<file path="src/rtl/pc_predict_pkg.sv">
// Shared constants for the fetch-PC predictor: default widths, reset vector
// and the 2-bit branch-direction counter states.
package pc_predict_pkg;

    localparam int          XLEN_DEF      = 32;
    localparam logic [31:0] RESET_VEC_DEF = 32'h0000_0000;

    typedef enum logic [1:0] {
        CTR_SNT = 2'd0,
        CTR_WNT = 2'd1,
        CTR_WT  = 2'd2,
        CTR_ST  = 2'd3
    } ctr_t;

endpackage

</file>
<file path="src/rtl/pc_predict_if.sv">
// Fetch-side bus of the PC predictor: pipeline control and BTB resolution
// updates in, fetch PC and prediction out.
interface pc_predict_if
    import pc_predict_pkg::*;
#(
    parameter int XLEN    = XLEN_DEF,
    parameter int STALL_W = 6
);

    logic [STALL_W-1:0] stall;
    logic               redirect_valid;
    logic [XLEN-1:0]    redirect_pc;
    logic               upd_valid;
    logic [XLEN-1:0]    upd_pc;
    logic [XLEN-1:0]    upd_target;
    logic               upd_taken;
    logic [XLEN-1:0]    pc;
    logic               pred_taken;
    logic [XLEN-1:0]    pred_target;

    modport master (
        output stall, redirect_valid, redirect_pc,
        output upd_valid, upd_pc, upd_target, upd_taken,
        input  pc, pred_taken, pred_target
    );

    modport slave (
        input  stall, redirect_valid, redirect_pc,
        input  upd_valid, upd_pc, upd_target, upd_taken,
        output pc, pred_taken, pred_target
    );

endinterface

</file>
<file path="src/rtl/pc_btb.sv">
// Direct-mapped branch target buffer: flop array with an asynchronous lookup
// port and a synchronous resolution-update port.
module pc_btb
    import pc_predict_pkg::*;
#(
    parameter int XLEN        = XLEN_DEF,
    parameter int BTB_ENTRIES = 16
) (
    input  logic            clk,
    input  logic            rst,
    input  logic [XLEN-1:0] lookup_pc,
    output logic            pred_taken,
    output logic [XLEN-1:0] pred_target,
    input  logic            upd_valid,
    input  logic [XLEN-1:0] upd_pc,
    input  logic [XLEN-1:0] upd_target,
    input  logic            upd_taken
);

    localparam int IDX_W = $clog2(BTB_ENTRIES);
    localparam int TAG_W = XLEN - IDX_W - 2;

    logic [BTB_ENTRIES-1:0] valid;
    ctr_t                   ctr    [BTB_ENTRIES];
    logic [TAG_W-1:0]       tag    [BTB_ENTRIES];
    logic [XLEN-3:0]        target [BTB_ENTRIES];

    logic [IDX_W-1:0] idx_l, idx_u;
    logic [TAG_W-1:0] tag_l, tag_u;
    logic             hit_l, hit_u;
    logic             unused_bits;

    function automatic ctr_t ctr_sat(input ctr_t c, input logic taken);
        if (taken) return (c == CTR_ST)  ? CTR_ST  : ctr_t'(c + 2'd1);
        else       return (c == CTR_SNT) ? CTR_SNT : ctr_t'(c - 2'd1);
    endfunction

    // Word-aligned addresses: the two low bits never take part in index or tag.
    assign unused_bits = ^{lookup_pc[1:0], upd_pc[1:0], upd_target[1:0]};

    assign idx_l = lookup_pc[IDX_W+1:2];
    assign tag_l = lookup_pc[XLEN-1:IDX_W+2];
    assign hit_l = valid[idx_l] && (tag[idx_l] == tag_l);

    assign pred_taken  = hit_l && (ctr[idx_l] >= CTR_WT);
    assign pred_target = pred_taken ? {target[idx_l], 2'b00} : '0;

    assign idx_u = upd_pc[IDX_W+1:2];
    assign tag_u = upd_pc[XLEN-1:IDX_W+2];
    assign hit_u = valid[idx_u] && (tag[idx_u] == tag_u);

    always_ff @(posedge clk) begin
        if (rst) begin
            valid <= '0;
            for (int i = 0; i < BTB_ENTRIES; i++) ctr[i] <= CTR_SNT;
        end else if (upd_valid) begin
            if (hit_u) begin
                ctr[idx_u] <= ctr_sat(ctr[idx_u], upd_taken);
            end else if (upd_taken) begin
                valid[idx_u] <= 1'b1;
                ctr[idx_u]   <= CTR_WT;
            end
        end
    end

    // Tag/target rewrite on every taken resolution: same tag on a hit, new
    // occupant on a miss.
    always_ff @(posedge clk) begin
        if (!rst && upd_valid && upd_taken) begin
            tag[idx_u]    <= tag_u;
            target[idx_u] <= upd_target[XLEN-1:2];
        end
    end

endmodule

</file>
<file path="src/rtl/pc_predict.sv">
// Fetch PC register with next-PC selection: redirect, stall hold, BTB
// predicted target, or sequential PC + 4.
module pc_predict
    import pc_predict_pkg::*;
#(
    parameter int              XLEN        = XLEN_DEF,
    parameter logic [XLEN-1:0] RESET_VEC   = XLEN'(RESET_VEC_DEF),
    parameter int              BTB_ENTRIES = 16,
    parameter int              STALL_W     = 6
) (
    input  logic   clk,
    input  logic   rst,
    pc_predict_if.slave bus
);

    logic [XLEN-1:0] pc_p0;
    logic [XLEN-1:0] pc_next;
    logic            pred_taken;
    logic [XLEN-1:0] pred_target;
    logic            unused_in;

    // Only stall[0] concerns fetch; redirect targets are forced word-aligned.
    assign unused_in = ^{bus.stall, bus.redirect_pc[1:0]};

    pc_btb #(
        .XLEN        (XLEN),
        .BTB_ENTRIES (BTB_ENTRIES)
    ) u_btb (
        .clk         (clk),
        .rst         (rst),
        .lookup_pc   (pc_p0),
        .pred_taken  (pred_taken),
        .pred_target (pred_target),
        .upd_valid   (bus.upd_valid),
        .upd_pc      (bus.upd_pc),
        .upd_target  (bus.upd_target),
        .upd_taken   (bus.upd_taken)
    );

    always_comb begin
        pc_next = pc_p0 + XLEN'(4);
        if (bus.redirect_valid) pc_next = {bus.redirect_pc[XLEN-1:2], 2'b00};
        else if (bus.stall[0])  pc_next = pc_p0;
        else if (pred_taken)    pc_next = pred_target;
    end

    // Stage p0: fetch PC register
    always_ff @(posedge clk) begin
        if (rst) pc_p0 <= RESET_VEC;
        else     pc_p0 <= pc_next;
    end

    assign bus.pc          = pc_p0;
    assign bus.pred_taken  = pred_taken;
    assign bus.pred_target = pred_target;

endmodule

</file>
<file path="src/flat_wrapper.sv">
// flat-port wrapper written by rule: the top's interface ports become plain ports
module pc_predict_flat import pc_predict_pkg::*;
#(
    parameter int              XLEN        = XLEN_DEF,
    parameter logic [XLEN-1:0] RESET_VEC   = XLEN'(RESET_VEC_DEF),
    parameter int              BTB_ENTRIES = 16,
    parameter int              STALL_W     = 6
)
  (clk, rst, bus_stall, bus_redirect_valid, bus_redirect_pc, bus_upd_valid, bus_upd_pc, bus_upd_target, bus_upd_taken, bus_pc, bus_pred_taken, bus_pred_target);
  pc_predict_if #(.XLEN(XLEN), .STALL_W(STALL_W)) bus_i ();
  input  logic clk;
  input  logic rst;
  input wire logic [$bits(bus_i.stall)-1:0] bus_stall;
  input wire logic [$bits(bus_i.redirect_valid)-1:0] bus_redirect_valid;
  input wire logic [$bits(bus_i.redirect_pc)-1:0] bus_redirect_pc;
  input wire logic [$bits(bus_i.upd_valid)-1:0] bus_upd_valid;
  input wire logic [$bits(bus_i.upd_pc)-1:0] bus_upd_pc;
  input wire logic [$bits(bus_i.upd_target)-1:0] bus_upd_target;
  input wire logic [$bits(bus_i.upd_taken)-1:0] bus_upd_taken;
  output wire logic [$bits(bus_i.pc)-1:0] bus_pc;
  output wire logic [$bits(bus_i.pred_taken)-1:0] bus_pred_taken;
  output wire logic [$bits(bus_i.pred_target)-1:0] bus_pred_target;
  assign bus_i.stall = bus_stall;
  assign bus_i.redirect_valid = bus_redirect_valid;
  assign bus_i.redirect_pc = bus_redirect_pc;
  assign bus_i.upd_valid = bus_upd_valid;
  assign bus_i.upd_pc = bus_upd_pc;
  assign bus_i.upd_target = bus_upd_target;
  assign bus_i.upd_taken = bus_upd_taken;
  assign bus_pc = bus_i.pc;
  assign bus_pred_taken = bus_i.pred_taken;
  assign bus_pred_target = bus_i.pred_target;
  pc_predict #(.XLEN(XLEN), .RESET_VEC(RESET_VEC), .BTB_ENTRIES(BTB_ENTRIES), .STALL_W(STALL_W)) u_core (.clk(clk), .rst(rst), .bus(bus_i));
endmodule
</file>
<file path="config.mk">
export PLATFORM = sky130hd
export DESIGN_NAME = pc_predict_flat
export DESIGN_NICKNAME = d
export VERILOG_FILES = /design/src/rtl/pc_predict_pkg.sv /design/src/rtl/pc_predict_if.sv /design/src/rtl/pc_btb.sv /design/src/rtl/pc_predict.sv /design/src/flat_wrapper.sv
export SDC_FILE = /design/constraint.sdc
export NUM_CORES = 1
export LEC_CHECK = 0
export ABC_CLOCK_PERIOD_IN_PS = 9820
export BUFFER_PORTS_ARGS = -buffer_cell sky130_fd_sc_hd__clkbuf_2
export CORE_MARGIN = 10
export CORE_UTILIZATION = 45
export CTS_BUF_LIST = sky130_fd_sc_hd__clkbuf_8
export DETAILED_ROUTE_END_ITERATION = 12
export SETUP_SLACK_MARGIN = 0.02
export SYNTH_ARGS = -nofsm -noshare
export SYNTH_HDL_FRONTEND = slang
export SYNTH_HIERARCHICAL = 1
export SYNTH_SLANG_ARGS = --single-unit
export TNS_END_PERCENT = 100
</file>
<file path="constraint.sdc">
create_clock -name clk -period 9.82 [get_ports clk]
set_input_delay 1.473 -clock clk [delete_from_list [all_inputs] [get_ports clk]]
set_output_delay 1.473 -clock clk [all_outputs]
set_load 0.05 [all_outputs]
</file>
Word level (Yosys, flattened, before mapping)
Memory sizes are Yosys's and may differ from the RTL's. A register that Yosys moved wholly into a read port is not among the register bits.
Index checks and enable logic that the tools add are counted.
{"block": "totals", "register_bits": 48, "mem_bits_rw": 928, "inputBits": 107, "out_inout_bits": 65, "elab_cells": 70, "memories": 3}
{"block": "op_classes", "addsub": 3, "order_cmp": 4, "eq_ne": 4, "muxes": 39, "bitwise_logic": 3, "reduce_logical": 11}
{"memory": "u_core.u_btb.target", "depth": 16, "width": 30, "rd": 1, "rd_ports_with_merged_regs": 1, "write_ports": 1, "line_no": "pc_btb.sv:26", "text": "logic [XLEN-3:0] target [BTB_ENTRIES];"}
{"memory": "u_core.u_btb.tag", "depth": 16, "width": 26, "rd": 2, "rd_ports_with_merged_regs": 1, "write_ports": 1, "line_no": "pc_btb.sv:25", "text": "logic [TAG_W-1:0] tag [BTB_ENTRIES];"}
{"memory": "u_core.u_btb.ctr", "depth": 16, "width": 2, "rd": 2, "rd_ports_with_merged_regs": 1, "write_ports": 16, "line_no": "pc_btb.sv:24", "text": "ctr_t ctr [BTB_ENTRIES];"}
{"operator": "two-way mux 32 bit", "n": 4}
{"operator": "== test 26 bit", "n": 2}
{"operator": "adder 32 x 3 -> 32 bit (second input constant)", "n": 1}
{"operator": "two-way mux 4 bit", "n": 7}
{"operator": "two-way mux 1 bit", "n": 17}
{"operator": "two-way mux 2 bit", "n": 8}
{"operator": "OR 16 bit", "n": 1}
{"operator": "less-than comparator 4 x 5 -> 1 bit (second input constant)", "n": 2}
{"operator": "binary-select mux 1 bit (select 4 bit)", "n": 2}
{"operator": "logical AND 1 bit", "n": 6}
{"operator": "demux 1 bit (select 4 bit)", "n": 1}
{"operator": "greater-or-equal comparator 4 x 1 -> 1 bit (second input constant)", "n": 1}
{"operator": "OR reduction 2 bit", "n": 2}
{"operator": "AND reduction 3 bit", "n": 1}
{"operator": "adder 2 x 1 -> 2 bit (second input constant)", "n": 1}
{"operator": "== test 2 bit (second input constant)", "n": 1}
{"operator": "greater-or-equal comparator 2 bit (second input constant)", "n": 1}
{"operator": "logical NOT 2 bit", "n": 1}
{"operator": "inequality test 2 x 1 -> 1 bit (second input constant)", "n": 1}
{"operator": "subtractor 2 x 1 -> 2 bit (second input constant)", "n": 1}
{"operator": "logical NOT 1 bit", "n": 1}
{"operator": "NOT 1 bit", "n": 1}
{"operator": "OR 1 bit", "n": 1}

Logic depth before layout (Yosys ltp)
Gate-level depths: netlist of the first run.
{"block": "depth", "word_depth": 10, "depth_mapped": 19, "depth_no_buf": 12}

Hierarchy
Netlist of the first run, hierarchy kept.
{"mod": "pc_btb", "instances": 1, "cells_each": 1922, "area_each_um2": 40845.4, "seq_area_each_um2": 28187.0}
{"mod": "pc_predict", "instances": 1, "cells_each": 311, "area_each_um2": 2353.5, "seq_area_each_um2": 640.6}

Worst setup path before layout of the first run
Ideal clock, no wire load.
{"block": "synth_timing", "path_type": "input-to-reg", "from": "input rst", "to": "memory u_core/u_btb/tag[0][0] (netlist bit) (enable)", "setup_time_ns": 0.539, "arrival_ns": 6.572, "required_ns": 9.281, "path_slack_ns": 2.709, "cell_stages": 6, "n_path_buf": 2, "cell_sequence": "clkdlybuf4s50_2 > nor2b_1 > clkbuf_1 > and2_1 > nand2_1 > nor3_1"}
{"block": "synth_between", "elab_chain_cells": 5}
{"item": "from (decl)", "line_no": "flat_wrapper.sv:12", "text": "input logic rst;"}
{"item": "logical NOT 1 bit", "line_no": "pc_btb.sv:69", "text": "if (!rst && upd_valid && upd_taken) begin"}
{"item": "logical AND 1 bit (2 in series)", "line_no": "pc_btb.sv:69"}
{"item": "two-way mux 1 bit", "line_no": "pc_btb.sv:69"}
{"item": "two-way mux 1 bit (not written as such)", "line_no": "pc_btb.sv:70", "text": "tag[idx_u] <= tag_u;"}
{"item": "to (decl)", "line_no": "pc_btb.sv:25"}
Every way passes these cells.

Worst setup path in the final report of the first run
{"block": "layout_timing", "from": "register u_core.pc_p0[2] (netlist: u_core/bus.pc[2])", "to": "output bus_pred_taken"}
{"block": "layout_between", "elab_chain_cells": 4}
{"item": "from (decl)", "line_no": "pc_predict.sv:16", "text": "logic [XLEN-1:0] pc_p0;"}
{"item": "from (signal assigned)", "line_no": "pc_predict.sv:50", "text": "else pc_p0 <= pc_next;"}
{"item": "binary-select mux 1 bit (select 4 bit)", "line_no": "pc_btb.sv:43", "text": "assign hit_l = valid[idx_l] && (tag[idx_l] == tag_l);"}
{"item": "two-way mux 1 bit (not written as such)", "line_no": "pc_btb.sv:43"}
{"item": "logical AND 1 bit", "line_no": "pc_btb.sv:43"}
{"item": "logical AND 1 bit", "line_no": "pc_btb.sv:45", "text": "assign pred_taken = hit_l && (ctr[idx_l] >= CTR_WT);"}
{"item": "to (decl)", "line_no": "flat_wrapper.sv:21", "text": "output wire logic [$bits(bus_i.pred_taken)-1:0] bus_pred_taken;"}
Every way passes these cells. The select of a mux whose other input is x is not followed.

==> summary.txt, run 1 <==
Place
  • I/O Buffers: 158
  • RD Place Congestion: 0.842
  • Post-DP HPWL: 70,500 microns
  • Placed Cells: 3,558

Global routing
  • Gr usage total: 22.6%
  • Congestion Overflow GR: 0
  • First-pass GRT wire length: 178,000 microns
  • Vias in the first global route: 25.1k
  • Antenna violations before repair: 10
  • Largest net degree at the start of global routing: 104

Pwr
  • Sw Share: 24.0%
  • Clock Power Share: 37.4%
  • Power, Total: 8.61 mW
  • Logic pwr share: 8.5%
  • Int Pwr: 6.54 mW
  • Sw Pwr: 2.07 mW
  • Peak supply drop: 109 uV
  • Leak: 15.3 nW
  • Sequential power share: 54.1%
  • PwrDens: 179 mW/mm^2

Floorplanning
  • Die extent in x: 330 microns
  • Num rows: 113
  • Initial Utilization: 45.4%
  • Die height: 330 microns
  • Die area: 0.109 sq mm
  • Top-level port count: 172
  • Core area: 0.0952 sq mm

Finish
  • Fillers: 7,709
  • Final #Nets: 2,562
  • Share of cells above drive strength 1: 32.2%
  • Post-route insts no fill: 3,843
  • Area growth syn-to-layout: 11.4%
  • Register area: 0.0288 sq mm
  • Layout Utilization: 50.6%
  • Multi-input gate area: 0.0135 sq mm

Critical path
  • Crit start category: flip-flop
  • Setup crit end kind: primary output
  • Largest fanout on the critical path: 102
  • Worst EP required: 8350 ps
  • R2R depth: 14
  • Crit Path Category: flip-flop to primary output
  • Crit path DAT: 5680 ps

Run status
  • Outcome: completed

Clocking
  • TritonCTS clock tree: done
  • Clock transition at path regs: 60 ps
  • # Post-CTS Setup Buffers: 0
  • Clock sinks: 976
  • CTS root buffer: clkbuf_8
  • Post_cts resized: 0
  • Clock latency on the worst-skew pair: 830 ps
  • H-Tree Depth: 4
  • Hold Buf Count CTS: 0
  • CTS max path bufs: 3
  • Cts bufs inserted: 159

Yosys
  • Synth Register Bits: 976
  • Synth Flop Type: edfxtp_1
  • Synth top area cells: edfxtp_1 (65%), mux4_2 (18%), dfxtp_1 (2.2%)
  • Post-synthesis cell type count: 89
  • YS warnings: 6
  • Synth area leader: edfxtp_1
  • Mapped cell area: 0.0432 sq mm
  • Synth top area share: 64.5%
  • Post-synth EDFFs: 928
  • Asr flop ratio synth: 0%
  • Mean area per synthesized cell: 19.3 sq um
  • Syn Inst Count: 2,233
  • Register area share after synthesis: 66.7%

STA
  • Fin crit period: 7150 ps
  • Endpoints failing hold: 0
  • Worst Tran Pin Value: 1300 ps
  • Worst Skew: 42.9 ps
  • FMAX: 140 MHz
  • Finish-stage setup viols: 0
  • Period utilisation layout: 72.8%
  • Sum Neg Setup Slack: 0 ps
  • Min Hold Slack: 488 ps
  • Slew margin rel.: 13.0%
  • Fin. max-slew vios: 0
  • RSZ-0062 raised after global routing: no

Detailed routing
  • Initial DRC Count: 2,759
  • DR WL/cell: 32.2 microns
  • Remaining routing DRC violations: 0
  • Drt pass-1 iters: 5
  • DR vias: 24.5k
  • DR vias/cell: 6.38
  • Final wirelength: 124,000 microns
  • Post-route antenna net violation count: 0

Worst hold path
  • HP Class: flip-flop to flip-flop
  • Hold depth: 2

Run
  • Max cap viols: 0
==> final cells by class <==
| type | instances | share of cell area [%] |
|---|---|---|
| flip-flops and latches | 976 | 59.9 |
| diodes | 2 | 0.0104 |
| well taps | 1265 | 3.29 |
| repair buffers | 210 | 2.58 |
| inverters | 30 | 0.234 |
| multi-input cells | 1077 | 28.0 |
| clock inverters | 115 | 1.12 |
| clock buffers | 168 | 4.81 |
==> power groups by stage <==
stage | registers (mW) | logic [mW] | clock network [mW]
after CTS | 4.66 | 0.737 | 3.29
final | 4.66 | 0.734 | 3.22
after global placement | 4.74 | 0.725 | 0
after detailed placement | 4.75 | 0.734 | 0
after floorplan | 4.73 | 0.488 | 0
after global routing | 4.66 | 0.778 | 3.48
==> flip-flops by register name, summed over array words and instances, names as in the netlist, named ones only <==
register and cells:
u_core/bus.pc 30, u_core/u_btb/ctr 32, u_core/u_btb/tag 416, u_core/u_btb/target 480, u_core/u_btb/valid 16
==> path summary, 6_finish.rpt <==
| check | start | to | slack [ps] |
|---|---|---|---|
| min reg2reg | u_core/u_btb/valid[10] | u_core/u_btb/valid[10] | 490 |
| max | u_core/bus.pc[2] | bus_pred_taken | 2670 |
| max reg2reg | u_core/bus.pc[2] | u_core/bus.pc[28] | 3530 |
| min | u_core/u_btb/valid[10] | u_core/u_btb/valid[10] | 490 |
==> cell usage after synthesis, types with 12 or more instances <==
library cell  instances
mux2_2               14
nand2_1              67
o21ai_0              29
nor2b_1              38
nor3_1               21
nand3_1              26
clkbuf_1             73
a221oi_1             14
buf_6                12
mux4_1               15
mux4_2              354
inv_1                30
mux2i_1              93
a22o_1               16
a21oi_1              36
edfxtp_1            928
buf_2                25
buf_1                12
nor2_1               62
nand4_1              22
o22ai_1              24
xor2_1               22
a22oi_1              19
xnor2_1              35
dfxtp_1              48
o211ai_1             13
==> worst max-delay path: stages (launching register included) <==
cell      delay [ps]
dfxtp_4          920
buf_12           620
mux4_2           610
mux4_2           610
xnor2_1          190
nand4_1          100
nor3_1           250
nand4_1          110
buf_4            330
inv_1            100
buf_4            360
clkbuf_2         370
==> cells by family (layout without fill, tap and decap cells) <==
family,count (synthesis),count (layout),share of synthesized area [%]
AOI/OAI and AO/OA,244,244,4.15
xor gates and xnor gates,57,57,1.16
adders and majority gates,2,2,0.0521
buffers and inverters,181,523,2.38
DFF,976,976,66.7
muxes,476,476,21.9
other,1,4,0.00868
and+or+nand+nor,296,296,3.63
==> per-stage QoR <==
step | worst slack (ps) | area, sq um
6_report | 2670 | 48100
3_3_place_gp | 3400 | 45300
3_5_place_dp | 3410 | 45300
2_1_floorplan | 2710 | 43200
5_1_grt | 2270 | 48100
4_1_cts | 2520 | 48100
==> routing by layer <==
metal / share of wire (%) / global-route usage (%) / wire [microns]
met1: 41 / 31.6 / 50900
met5: 0.050 / 0 / 62
met4: 2.5 / 7.17 / 3050
met3: 8.9 / 5.25 / 11000
met2: 47 / 35.0 / 58800
==> cell usage in the layout, fill, tap and decap left out, drive strengths merged, types with 35 or more instances in the layout <==
cell    count
clkbuf    323
edfxtp    928
buf        55
mux4      369
mux2i      93
clkinv     67
nor2b      38
inv        70
nor2       65
dfxtp      48
a21oi      36
xnor2      35
nand2      67
No activity file was read; power rests on OpenSTA's default activity.
==> run 2: changes to the inputs <==
ABC_CLOCK_PERIOD_IN_PS = 7100   (was 9820)
clock period = 7.1 ns   (was 9.82 ns; I/O delays follow)
==> run 2 against run 1 <==
Compared with the run above: non-clock buffer count increased by 17; clock power rose by 41%; global-route usage is 0.15 points higher; largest cell class unchanged; register-to-register slack lost 2300 ps; worst setup slack worse by 2100 ps; critical endpoint unchanged; cell area up 0.68%; count of clock-buffer cells in the layout up 1; clock skew is 5.0 ps higher.
==> summary.txt, run 2 (synthesis results as in run 1) <==
Run status
  • Outcome: completed

Clocking
  • Cts bufs inserted: 159 (unchanged)
  • Hold Buf Count CTS: 0 (unchanged)
  • CTS root buffer: clkbuf_8
  • Clock latency on the worst-skew pair: 840 ps (about the same)
  • Clock sinks: 976 (unchanged)
  • Post_cts resized: 0 (unchanged)
  • TritonCTS clock tree: done
  • H-Tree Depth: 4 (unchanged)
  • CTS max path bufs: 3 (unchanged)
  • Clock transition at path regs: 60 ps (about the same)
  • # Post-CTS Setup Buffers: 0 (unchanged)

STA
  • Finish-stage setup viols: 0 (unchanged)
  • Worst Skew: 47.9 ps (+4.96 ps)
  • Min Hold Slack: 494 ps (+5.95 ps)
  • Slew margin rel.: 20.3% (+7.3 points)
  • Sum Neg Setup Slack: 0 ps (unchanged)
  • Period utilisation layout: 91.3%
  • Fin crit period: 6480 ps
  • RSZ-0062 raised after global routing: no
  • Endpoints failing hold: 0 (unchanged)
  • Fin worst setup slack: 617 ps (-2050 ps)
  • FMAX: 154 MHz
  • Worst Tran Pin Value: 1190 ps (-110 ps)
  • Fin. max-slew vios: 0 (unchanged)

Finish
  • Most frequent cells in the layout: edfxtp_1 (928), mux4_2 (354), clkbuf_8 (169), clkbuf_2 (155), mux2i_1 (93)
  • Reg with most FFs: u_core/u_btb/target
  • Fillers: 7,610 (-1.3%)
  • Layout Utilization: 50.9% (+0.34 points)
  • Multi-input gate area: 0.0135 sq mm (about the same)
  • Share of cells above drive strength 1: 32.8% (+0.62 points)
  • Commonest non-fill, non-tap cell in the layout: edfxtp_1
  • Fin area: 0.0484 sq mm (+0.68%)
  • Largest regs: u_core/u_btb/target: 480 flops, u_core/u_btb/tag: 416 flops, u_core/u_btb/ctr: 32 flops
  • Post-route insts no fill: 3,863 (+0.52%)
  • Register area: 0.0288 sq mm (unchanged)
  • Max reg flops: 480 (unchanged)
  • Area growth syn-to-layout: 12.1%
  • Final #Nets: 2,579 (+0.66%)

Detailed routing
  • Post-route antenna net violation count: 0 (unchanged)
  • Final wirelength: 124,000 microns (+0.28%)
  • DR vias: 24.7k (+0.67%)
  • Drt pass-1 iters: 5 (unchanged)
  • DR vias/cell: 6.39 (+0.15%)
  • Remaining routing DRC violations: 0 (unchanged)
  • Initial DRC Count: 2,700 (-2.1%)
  • DR WL/cell: 32.1 microns (-0.24%)

Worst hold path
  • HP Class: flip-flop to flip-flop
  • Hold depth: 2 (unchanged)

Global routing
  • Largest net degree at the start of global routing: 57 (-45%)
  • Routing usage on met3: 6.63% (+1.4 points)
  • First-pass GRT wire length: 179,000 microns (+0.28%)
  • Gr usage total: 22.7% (+0.15 points)
  • Vias in the first global route: 25.2k (+0.37%)
  • Congestion Overflow GR: 0 (unchanged)
  • Antenna violations before repair: 9 (-1)
  • GR met1 Demand/Resource: 30.9% (-0.67 points)
  • Grt met2 use: 34.9% (-0.14 points)
  • Most used routing layer: met2

Place
  • Post-DP HPWL: 73,300 microns (+4.0%)
  • RD Place Congestion: 0.821 (-2.4%)
  • I/O Buffers: 158 (unchanged)
  • Placed Area: 0.0455 sq mm (+0.55%)
  • Placed Cells: 3,575 (+0.48%)
  • DP Worst Slack: 1400 ps (-2010 ps)

Critical path
  • Worst EP required: 6030 ps (-2320 ps)
  • Largest fanout on the critical path: 37 (-64%)
  • Crit path to: bus_pred_taken
  • Worst path top cell family by delay: buffers and inverters
  • Worst r2r dst: u_core/bus.pc[17]
  • Crit path depth: 9 (-2)
  • Slowest CP cell: dfxtp_4
  • Worst-path cell chain: buf_4 > mux4_2 > mux4_2 > xor2_1 > nor4_1 > nand4_1 > buf_4 > inv_1 > clkbuf_2
  • Buf/Inv on CP: 4 (-1)
  • CP peak stage delay: 900 ps (-20 ps)
  • Crit start category: flip-flop
  • Crit Path Category: flip-flop to primary output
  • Setup crit end kind: primary output
  • Critical path origin: u_core/bus.pc[2]
  • R2r setup slk: 1280 ps (-2250 ps)
  • Crit path DAT: 5420 ps (-260 ps)
  • R2R depth: 12 (-2)
  • R2r startpoint: u_core/bus.pc[2]

Pwr
  • Sw Pwr: 2.90 mW (+40%)
  • Leak: 15.5 nW (+1.1%)
  • Sequential power share: 53.6% (-0.5 points)
  • Clock Power Share: 37.8% (+0.4 points)
  • Logic pwr share: 8.6% (about the same)
  • Sw Share: 24.2% (+0.14 points)
  • Peak supply drop: 152 uV (+40%)
  • PwrDens: 248 mW/mm^2 (+39%)
  • Power, Total: 12.0 mW (+40%)
  • Int Pwr: 9.12 mW (+39%)

Floorplanning
  • Initial Utilization: 45.4% (unchanged)
  • Die extent in x: 330 microns (unchanged)
  • Die height: 330 microns (unchanged)
  • Top-level port count: 172 (unchanged)
  • Core area: 0.0952 sq mm (unchanged)
  • Num rows: 113 (unchanged)
  • Die area: 0.109 sq mm (unchanged)

Run
  • Max cap viols: 0 (unchanged)
[run 2: cell count changes in the layout (fill, tap and decap cells not counted), moves of 2 or more]
cell	before	now
inv_1	69	74
diode_2	2	4
inv_8	0	2
buf_12	4	14
clkinv_1	46	37
buf_4	50	57
[run 2: how the worst min path moves through the flow]
| stage | start | end | slack [ps] |
|---|---|---|---|
| after CTS | bus_redirect_pc[7] | u_core/bus.pc[7] | 430 |
| after global routing | bus_redirect_pc[8] | u_core/bus.pc[8] | 470 |
| after floorplan | u_core/u_btb/valid[10] | u_core/u_btb/valid[10] | 450 |
| final | u_core/u_btb/valid[0] | u_core/u_btb/valid[0] | 490 |
| after global placement | u_core/u_btb/valid[6] | u_core/u_btb/valid[6] | 470 |
| after detailed placement | u_core/u_btb/valid[6] | u_core/u_btb/valid[6] | 490 |
[run 2: worst min-delay path: stages, from the launching register on]
cell	delay (ps)
dfxtp_1	320
inv_1	50
o22ai_1	70
[run 2: layout make-up]
| type | count | share of cell area [%] |
|---|---|---|
| Inverter | 30 | 0.232 |
| Antenna cell | 4 | 0.0207 |
| Timing Repair Buffer | 227 | 3.09 |
| Clock inverter | 115 | 1.23 |
| Sequential cell | 976 | 59.5 |
| Tap cell | 1265 | 3.27 |
| Clock buffer | 169 | 4.80 |
| Multi-Input combinational cell | 1077 | 27.8 |
[run 2: power groups by stage]
stage               sequential (mW)  combinational [mW]  clock (mW)
floorplan                      6.55               0.675           0
global placement               6.56                1.01           0
detailed placement             6.56                1.03           0
CTS                            6.44                1.03        4.64
global route                   6.45                1.09        4.91
finish                         6.45                1.03        4.54
[run 2: routing by layer]
| layer | up-vias | routed length, microns |
|---|---|---|
| li1 | 9978 | - |
| met3 | 231 | 12500 |
| met4 | 12 | 3450 |
| met2 | 1318 | 58700 |
| met5 | - | 76 |
| met1 | 13155 | 49400 |
